[config.mk]
export PLATFORM = sky130hd
export DESIGN_NAME = watch_control_sequencer
export DESIGN_NICKNAME = d
export VERILOG_FILES = /design/src/rtl/watch_control_sequencer.sv
export SDC_FILE = /design/constraint.sdc
export NUM_CORES = 1
export LEC_CHECK = 0
export ABC_AREA = 1
export CORE_MARGIN = 8
export CORE_UTILIZATION = 34
export CTS_CLUSTER_DIAMETER = 150
export DETAILED_ROUTE_END_ITERATION = 12
export PLACE_DENSITY_LB_ADDON = 0.2
export SLEW_MARGIN = 30
export SYNTH_ARGS = -nofsm -noshare
export SYNTH_HDL_FRONTEND = slang
export SYNTH_SLANG_ARGS = --single-unit
[constraint.sdc]
create_clock -name clockSignal -period 2.4 [get_ports clockSignal]
set_input_delay 0.36 -clock clockSignal [delete_from_list [all_inputs] [get_ports clockSignal]]
set_output_delay 0.36 -clock clockSignal [all_outputs]
set_load 0.01 [all_outputs]
[src/rtl/watch_control_sequencer.sv]
// Front-end controller for the watch datapath: button conditioning, mode FSM,
// per-mode command strobes and ring arbitration with acknowledge/timeout.
module watch_control_sequencer #(
  parameter int unsigned DEBOUNCE_TICKS     = 2,
  parameter int unsigned LONG_PRESS_TICKS   = 200,
  parameter int unsigned RING_TIMEOUT_TICKS = 6000
) (
  input  logic       clockSignal,
  input  logic       resetN,
  input  logic       modeInput,
  input  logic       startOrStop,
  input  logic       splitOrReset,
  input  logic       timerDone,
  input  logic       alarmMatch,
  output logic [1:0] mode,
  output logic       timerStartPulse,
  output logic       timerStopPulse,
  output logic       timerClearPulse,
  output logic       swToggle,
  output logic       swLapPulse,
  output logic       swResetPulse,
  output logic       loadClockPulse,
  output logic       loadAlarmPulse,
  output logic       alarmEnable,
  output logic       ringSound,
  output logic [1:0] ringSource
);

  localparam int unsigned DEB_W  = $clog2(DEBOUNCE_TICKS + 1);
  localparam int unsigned HOLD_W = $clog2(LONG_PRESS_TICKS + 1);
  localparam int unsigned RING_W = $clog2(RING_TIMEOUT_TICKS + 1);

  localparam logic [1:0] MODE_TIMER     = 2'd0;
  localparam logic [1:0] MODE_STOPWATCH = 2'd1;
  localparam logic [1:0] MODE_CLOCK     = 2'd2;
  localparam logic [1:0] MODE_ALARM     = 2'd3;

  localparam logic [1:0] RING_IDLE  = 2'd0;
  localparam logic [1:0] RING_TIMER = 2'd1;
  localparam logic [1:0] RING_ALARM = 2'd2;

  logic [2:0]        rawButtons;
  logic [2:0]        syncStage1;
  logic [2:0]        syncStage2;
  logic [2:0]        debounced;
  logic [2:0]        debouncedPrev;
  logic [DEB_W-1:0]  debCount [3];
  logic [2:0]        pressNow;
  logic [2:0]        cmdPress;
  logic              modePress;
  logic              startPress;
  logic              splitPress;
  logic              ackPress;
  logic              abandonHold;
  logic              timerRunning;
  logic              holdActive;
  logic              longDone;
  logic [HOLD_W-1:0] holdCount;
  logic [1:0]        ringState;
  logic [1:0]        ringNext;
  logic              ringRestart;
  logic              ringing;
  logic              timeoutHit;
  logic [RING_W-1:0] ringCount;

  assign rawButtons = {splitOrReset, startOrStop, modeInput};

  // Two-flop synchroniser plus consecutive-mismatch debounce per button
  always_ff @(posedge clockSignal or negedge resetN) begin
    if (!resetN) begin
      syncStage1    <= 3'b000;
      syncStage2    <= 3'b000;
      debounced     <= 3'b000;
      debouncedPrev <= 3'b000;
      for (int i = 0; i < 3; i++) debCount[i] <= '0;
    end else begin
      syncStage1    <= rawButtons;
      syncStage2    <= syncStage1;
      debouncedPrev <= debounced;
      for (int i = 0; i < 3; i++) begin
        if (syncStage2[i] != debounced[i]) begin
          if (debCount[i] >= DEB_W'(DEBOUNCE_TICKS - 1)) begin
            debounced[i] <= ~debounced[i];
            debCount[i]  <= '0;
          end else begin
            debCount[i] <= debCount[i] + DEB_W'(1);
          end
        end else begin
          debCount[i] <= '0;
        end
      end
    end
  end

  // A press while ringing only acknowledges the ring and is otherwise dropped
  assign pressNow    = debounced & ~debouncedPrev;
  assign ringing     = (ringState != RING_IDLE);
  assign ackPress    = ringing & (|pressNow);
  assign cmdPress    = pressNow & {3{~ringing}};
  assign modePress   = cmdPress[0];
  assign startPress  = cmdPress[1];
  assign splitPress  = cmdPress[2];
  assign abandonHold = modePress | ackPress;
  assign timeoutHit  = (ringCount >= RING_W'(RING_TIMEOUT_TICKS - 1));

  // Ring arbitration next state; a fresh alarm outranks everything else
  always_comb begin
    ringNext    = ringState;
    ringRestart = 1'b0;
    case (ringState)
      RING_IDLE: begin
        if (alarmMatch && alarmEnable) begin
          ringNext    = RING_ALARM;
          ringRestart = 1'b1;
        end else if (timerDone) begin
          ringNext    = RING_TIMER;
          ringRestart = 1'b1;
        end
      end
      RING_TIMER: begin
        if (alarmMatch && alarmEnable) begin
          ringNext    = RING_ALARM;
          ringRestart = 1'b1;
        end else if (ackPress || timeoutHit) begin
          ringNext = RING_IDLE;
        end
      end
      RING_ALARM: begin
        if (ackPress || timeoutHit) ringNext = RING_IDLE;
      end
      default: ringNext = RING_IDLE;
    endcase
  end

  // Ring state, timeout counter and registered buzzer outputs
  always_ff @(posedge clockSignal or negedge resetN) begin
    if (!resetN) begin
      ringState  <= RING_IDLE;
      ringCount  <= '0;
      ringSound  <= 1'b0;
      ringSource <= 2'd0;
    end else begin
      ringState  <= ringNext;
      ringSound  <= (ringNext != RING_IDLE);
      ringSource <= ringNext;
      if (ringRestart) ringCount <= '0;
      else if (ringing && !timeoutHit) ringCount <= ringCount + RING_W'(1);
    end
  end

  // Mode register, per-mode command strobes and stopwatch hold tracking
  always_ff @(posedge clockSignal or negedge resetN) begin
    if (!resetN) begin
      mode            <= MODE_TIMER;
      timerRunning    <= 1'b0;
      alarmEnable     <= 1'b0;
      timerStartPulse <= 1'b0;
      timerStopPulse  <= 1'b0;
      timerClearPulse <= 1'b0;
      swToggle        <= 1'b0;
      swLapPulse      <= 1'b0;
      swResetPulse    <= 1'b0;
      loadClockPulse  <= 1'b0;
      loadAlarmPulse  <= 1'b0;
      holdActive      <= 1'b0;
      longDone        <= 1'b0;
      holdCount       <= '0;
    end else begin
      timerStartPulse <= 1'b0;
      timerStopPulse  <= 1'b0;
      timerClearPulse <= 1'b0;
      swToggle        <= 1'b0;
      swLapPulse      <= 1'b0;
      swResetPulse    <= 1'b0;
      loadClockPulse  <= 1'b0;
      loadAlarmPulse  <= 1'b0;

      if (modePress) mode <= mode + 2'd1;

      if (startPress) begin
        case (mode)
          MODE_TIMER: begin
            timerStartPulse <= ~timerRunning;
            timerStopPulse  <= timerRunning;
            timerRunning    <= ~timerRunning;
          end
          MODE_STOPWATCH: swToggle <= 1'b1;
          MODE_ALARM: begin
            loadAlarmPulse <= 1'b1;
            alarmEnable    <= 1'b1;
          end
          default: ;
        endcase
      end

      if (splitPress) begin
        case (mode)
          MODE_TIMER: begin
            timerClearPulse <= 1'b1;
            timerRunning    <= 1'b0;
          end
          MODE_STOPWATCH: begin
            holdActive <= 1'b1;
            holdCount  <= HOLD_W'(1);
            longDone   <= 1'b0;
          end
          MODE_CLOCK: loadClockPulse <= 1'b1;
          MODE_ALARM: alarmEnable    <= 1'b0;
          default: ;
        endcase
      end else if (holdActive) begin
        if (abandonHold) begin
          holdActive <= 1'b0;
        end else if (debounced[2]) begin
          if (!longDone) begin
            if (holdCount >= HOLD_W'(LONG_PRESS_TICKS - 1)) begin
              swResetPulse <= 1'b1;
              longDone     <= 1'b1;
              holdCount    <= HOLD_W'(LONG_PRESS_TICKS);
            end else begin
              holdCount <= holdCount + HOLD_W'(1);
            end
          end
        end else begin
          swLapPulse <= ~longDone;
          holdActive <= 1'b0;
        end
      end

      if (timerDone) timerRunning <= 1'b0;
    end
  end

endmodule

---- After elaboration in Yosys (flattened, before gate mapping) ----
Index checks and enable logic that the tools add are counted.
word-level totals
  flip-flop bits (word level) ............. 56
  word-level logic and storage cells ...... 142
  memories kept ........................... 0
  bits in latches ......................... 0
  memory bits (writable) .................. 0
  output and inout port bits .............. 14
  memory bits (read-only) ................. 0
cells by class
  eq/ne operators ......................... 11
  $add $sub $neg .......................... 6
  bitwise gates (word level) .............. 11
  div/mod/pow operators ................... 0
  reduce and logical (&&, ||, !) cells .... 17
  shifts and indexed selects .............. 0
  multiplexer cells ....................... 66
  $mul .................................... 0
  magnitude comparators ................... 5
operators by type and width
  operator                                                           number
  2-to-1 mux 8 bit                                                   7
  2-to-1 mux 1 bit                                                   45
  2-to-1 mux 13 bit                                                  2
  2-to-1 mux 2 bit                                                   10
  adder 13 x 1 -> 13 bit, second input constant                      1
  greater-or-equal comparator 13 bit, second input constant          1
  nonzero test 2 bit                                                 5
  adder 2 x 1 -> 2 bit, second input constant                        4
  adder 8 x 1 -> 8 bit, second input constant                        1
  greater-or-equal comparator 8 bit, second input constant           1
  bitwise AND 3 bit                                                  2
  equality test 2 bit, second input constant                         3
  greater-or-equal comparator 2 x 1 -> 1 bit, second input constant  3
  inverter 1 bit                                                     6
  case mux 2 bit (3 select lines)                                    1
  AND reduction 2 bit                                                3
  AND reduction 5 bit                                                1
  equality test 2 x 1 -> 1 bit, second input constant                2
  zero test 2 bit                                                    2
  inequality test 2 bit, second input constant                       2
  AND reduction 4 bit                                                1
  inequality test 1 bit                                              3
  inverter 3 bit                                                     1
  OR reduction 3 bit                                                 1
  other kinds (7)                                                    8

---- Logic depth before layout (Yosys ltp) ----
  word-level depth ........................ 9
  gate-level depth with buffers ........... 12
  gate-level depth less buffers ........... 12

---- Worst setup path after synthesis ----
Ideal clock, no wire load.
  path kind ............................... register to register
  start ................................... reg ringCount[0]
  end ..................................... reg ringCount[11]
  arrival time ............................ 1423 ps
  buffers on the path ..................... 1
  stages on the path, launching flop included .. 11
  setup time .............................. 118 ps
  path slack .............................. 859 ps
  cells stage by stage .................... dfrtp_1 -> ha_1 -> nand3_1 -> nor2_1 -> nand3_1 -> nand2_2 -> nor2_4 -> nand2_4 -> buf_12 -> nand3_2 -> nand2_1
between the ends
  cells in the longest elaborated chain, start to end .. 4
RTL lines
  item                                line  text
  start: declaration                  64    logic [RING_W-1:0] ringCount;
  start signal: assignment            147   else if (ringing && !timeoutHit) ringCount <= ringCount + RING_W'(1);
  greater-or-equal comparator 13 bit  104   assign timeoutHit = (ringCount >= RING_W'(RING_TIMEOUT_TICKS - 1));
  zero test 1 bit                     147
  logical AND 1 bit                   147
  nonzero test 2 bit (no line)        -
Parallel ways exist; a longest one is shown, timed or not. The select of a mux whose other input is x is not followed.
A chain may end at the register's enable or synchronous reset.

---- Final worst setup path ----
  start ................................... reg debounced[2]
  end ..................................... reg holdCount[2]
between the ends
  cells in the longest elaborated chain, start to end .. 6
RTL lines
  item                              line  text
  start: declaration                45    logic [2:0] debounced;
  start signal: indexed assignment  83    debounced[i] <= ~debounced[i];
  bitwise AND 3 bit                 96    assign pressNow = debounced & ~debouncedPrev;
  OR reduction 3 bit                98    assign ackPress = ringing & (|pressNow);
  bitwise AND 1 bit                 98
  bitwise OR 1 bit                  103   assign abandonHold = modePress | ackPress;
  inequality test 2 bit (no line)   -
  AND reduction 5 bit (no line)     -
  end signal: assignment            219   holdCount <= HOLD_W'(LONG_PRESS_TICKS);
  end signal: assignment            221   holdCount <= holdCount + HOLD_W'(1);
  end: declaration                  58    logic [HOLD_W-1:0] holdCount;
Parallel ways exist; a longest one is shown, timed or not.

==> out/results.txt <==
Fillers: 900
CTS tree: done
Worst setup startpoint: debounced[2]
Most frequent cells in the layout: nand2_1, dfrtp_1, inv_1, nor2_1, nand3_1
Grt ovf: 0
Crit path capture type: register
Syn Nets: 368
Worst EP required: 2.61 ns
Clk_lat worst skew: 0.31 ns
I/O pins: 21
CTS Buffer Depth: 2
Worst path buffer plus inverter count: 1
Slew Limit Fails: 0
DP Area: 3260 sq um
Worst Skew: 0.0134 ns
Sw Pwr: 1.23 mW
Unrepaired setup endpoints after global routing: no
Placed cells: 473
Maximum clock frequency: 562 MHz
Clk slew on worst S/H paths: 0.11 ns
Max_slew headroom: 0.639
Clock period minus worst slack: 1.78 ns
TritonCTS Sinks: 56
Vias: 2,211
Largest net degree at the start of global routing: 25
Share of cells above drive strength 1: 0.115
TritonCTS Buffers: 5
DRT iter0 DRCs: 69
Final #Nets: 393
Post_cts resized: 0
Finished Layout Cells: 481
DP HPWL: 4.25 mm
Most common cell after layout, fill and taps aside: nand2_1
Wirelength, routed: 5.66 mm
Register area share after synthesis: 0.474
Worst slew pin tran: 0.542 ns
Yosys reg bits: 56
Reg power frac: 0.431
Comb power frac: 0.391
R2R Path End: holdCount[2]
Core footprint: 8590 sq um
Worst path max stage delay: 0.46 ns
N_diodes: 0
Total of max-cap violations: 0
FP Rows: 34
Final hold violation count: 0
Die Height: 109 um
Avg WL per Cell: 11.8 um
CP delay by family, top: simple AND/OR/NAND/NOR gates
Outcome: completed
Setup CP Type: reg -> reg
Worst Reg2Reg Path Length in Cells: 8
Buffers on Ports: 20
Vias in the first global route: 2,137
Crit share post-route: 0.741
GRT Resource Usage Total: 0.104
Mapped cell area: 2960 sq um
CP max stage cell: dfrtp_1
DRC Markers: 0
Antenna violations before repair: 0
Vias per cell: 4.60
Critical path capture point: holdCount[2]
Clock root buffer: clkbuf_8
PD cells: 914 nW/um^2
Worst-path maximum fanout: 11
Int Power: 1.84 mW
Syn Area/Cell: 8.53 sq um
Reg2Reg Setup Slack: 0.62 ns
Antenna Violating Nets Remaining: 0
Worst EP arrival: 1.99 ns
Post-layout instance area: 3360 sq um
H-Tree Depth: 2
CP Cell Sequence: nand2_1, nand3_1, a21oi_2, nand3_2, nand2_1, inv_1, nand2_1, nand2_1
Starting density of the core: 0.344
Area Growth Syn to Fin: 13.4%
Die width: 109 um
Peak VDD IR: 0.000358 V
TritonRoute pass-1 iters: 4
Sw Share: 0.401
Post-CTS Repair Setup Buffers: 0
CP Depth: 8
Post-CTS Hold Buffers: 0
Static Leak: 1.63 nW
Syn Inst Count: 347
Worst setup SP type: register
First-pass GRT wire length: 10.1 mm
HP Class: in -> async
Most used cell, CP: nand2_1
Worst r2r src: debounced[2]
Final setup violation count: 0
Die area: 11,900 sq um
RePlAce Congestion: 0.819
Clock share of power: 0.178
Setup TNS Final: 0 ns
Synth cell types: 32
Number of warnings issued by yosys: 0
[flip-flops by register name, indices dropped and copies added, names as in the netlist, 2 cells and up]
signal and count:
ringCount 13, holdCount 8, debCount 6, debouncedPrev 3, debounced 3, syncStage1 3
syncStage2 3, mode 2, ringState 2
[metrics by stage]
stage	hold slack, ns	worst slack, ns	power, mW	util
2_1_floorplan	0.0644	0.859	2.24	-
3_3_place_gp	0.333	0.612	2.54	0.379
3_5_place_dp	0.338	0.599	2.57	0.379
4_1_cts	0.0314	0.614	3.12	0.391
5_1_grt	0.0419	0.405	3.38	0.391
6_report	0.0139	0.621	3.07	0.391
[kinds of logic (layout without fill, tap and decap cells)]
logic type / Yosys count / after routing / share of synthesized area
AOI/OAI and AO/OA: 22 / 22 / 0.0393
xor gates and xnor gates: 12 / 12 / 0.0355
adders and majority gates: 14 / 14 / 0.0592
buffers and inverters: 56 / 82 / 0.0829
DFF: 56 / 56 / 0.474
muxes: 4 / 4 / 0.0152
and+or+nand+nor: 183 / 183 / 0.294
[synthesized netlist by cell type]
cell       n  share of area
o21ai_0   11          0.019
nand2_1   80           0.10
nor3b_1    1         0.0025
nor2_2     3         0.0063
nand4_1    7          0.015
inv_2      4         0.0051
o31ai_1    1         0.0025
o21ai_1    5         0.0085
nor2_4     2         0.0076
inv_1     44          0.056
dfrtp_1   56           0.47
buf_6      1         0.0038
nor3_1     7          0.012
nand3_2   12          0.041
nand2_2    2         0.0042
clkinv_1   2         0.0025
buf_12     1         0.0068
buf_4      2         0.0051
nand3_1   22          0.037
nand3b_1   1         0.0025
a21oi_1    4         0.0068
nand2_4    2         0.0076
inv_4      1         0.0021
a21oi_2    1         0.0030
nor4_1     1         0.0021
nor2_1    42          0.053
ha_1      14          0.059
buf_2      1         0.0017
xnor2_1    4          0.012
and3_1     1         0.0021
xor2_1     8          0.024
mux2_2     4          0.015
[worst min path at each step]
stage / to / start / slack, ns
2_1_floorplan: alarmEnable / resetN / 0.06
3_3_place_gp: syncStage2[2] / syncStage1[2] / 0.33
3_5_place_dp: syncStage2[0] / syncStage1[0] / 0.34
4_1_cts: ringSound / resetN / 0.03
5_1_grt: ringCount[5] / resetN / 0.04
6_report: ringCount[8] / resetN / 0.01
[metal layers]
metal | vias up | GRT usage | wire length (um)
met2 | 38 | 0.163 | 2520
met3 | 4 | 0.0299 | 321
met4 | 0 | 0.0309 | 46
li1 | 1141 | - | -
met5 | - | 0 | 0
met1 | 1028 | 0.138 | 2780
[power by group through the flow]
stage / Combinational, mW / Sequential (mW) / Clock, mW
2_1_floorplan: 0.901 / 1.34 / 0
3_3_place_gp: 1.20 / 1.34 / 0
3_5_place_dp: 1.22 / 1.35 / 0
4_1_cts: 1.23 / 1.33 / 0.571
5_1_grt: 1.40 / 1.36 / 0.625
6_report: 1.20 / 1.32 / 0.547
[layout make-up]
class                   instances  area (sq um)  share of cell area
repair buffers                 23           218              0.0649
inverters                      51           194              0.0578
multi-input cells             235          1310               0.391
clock inverters                 3          27.5             0.00820
flip-flops and latches         56          1400               0.417
well taps                     108           135              0.0403
clock buffers                   5          68.8              0.0205
No activity file was read; power rests on OpenSTA's default activity.
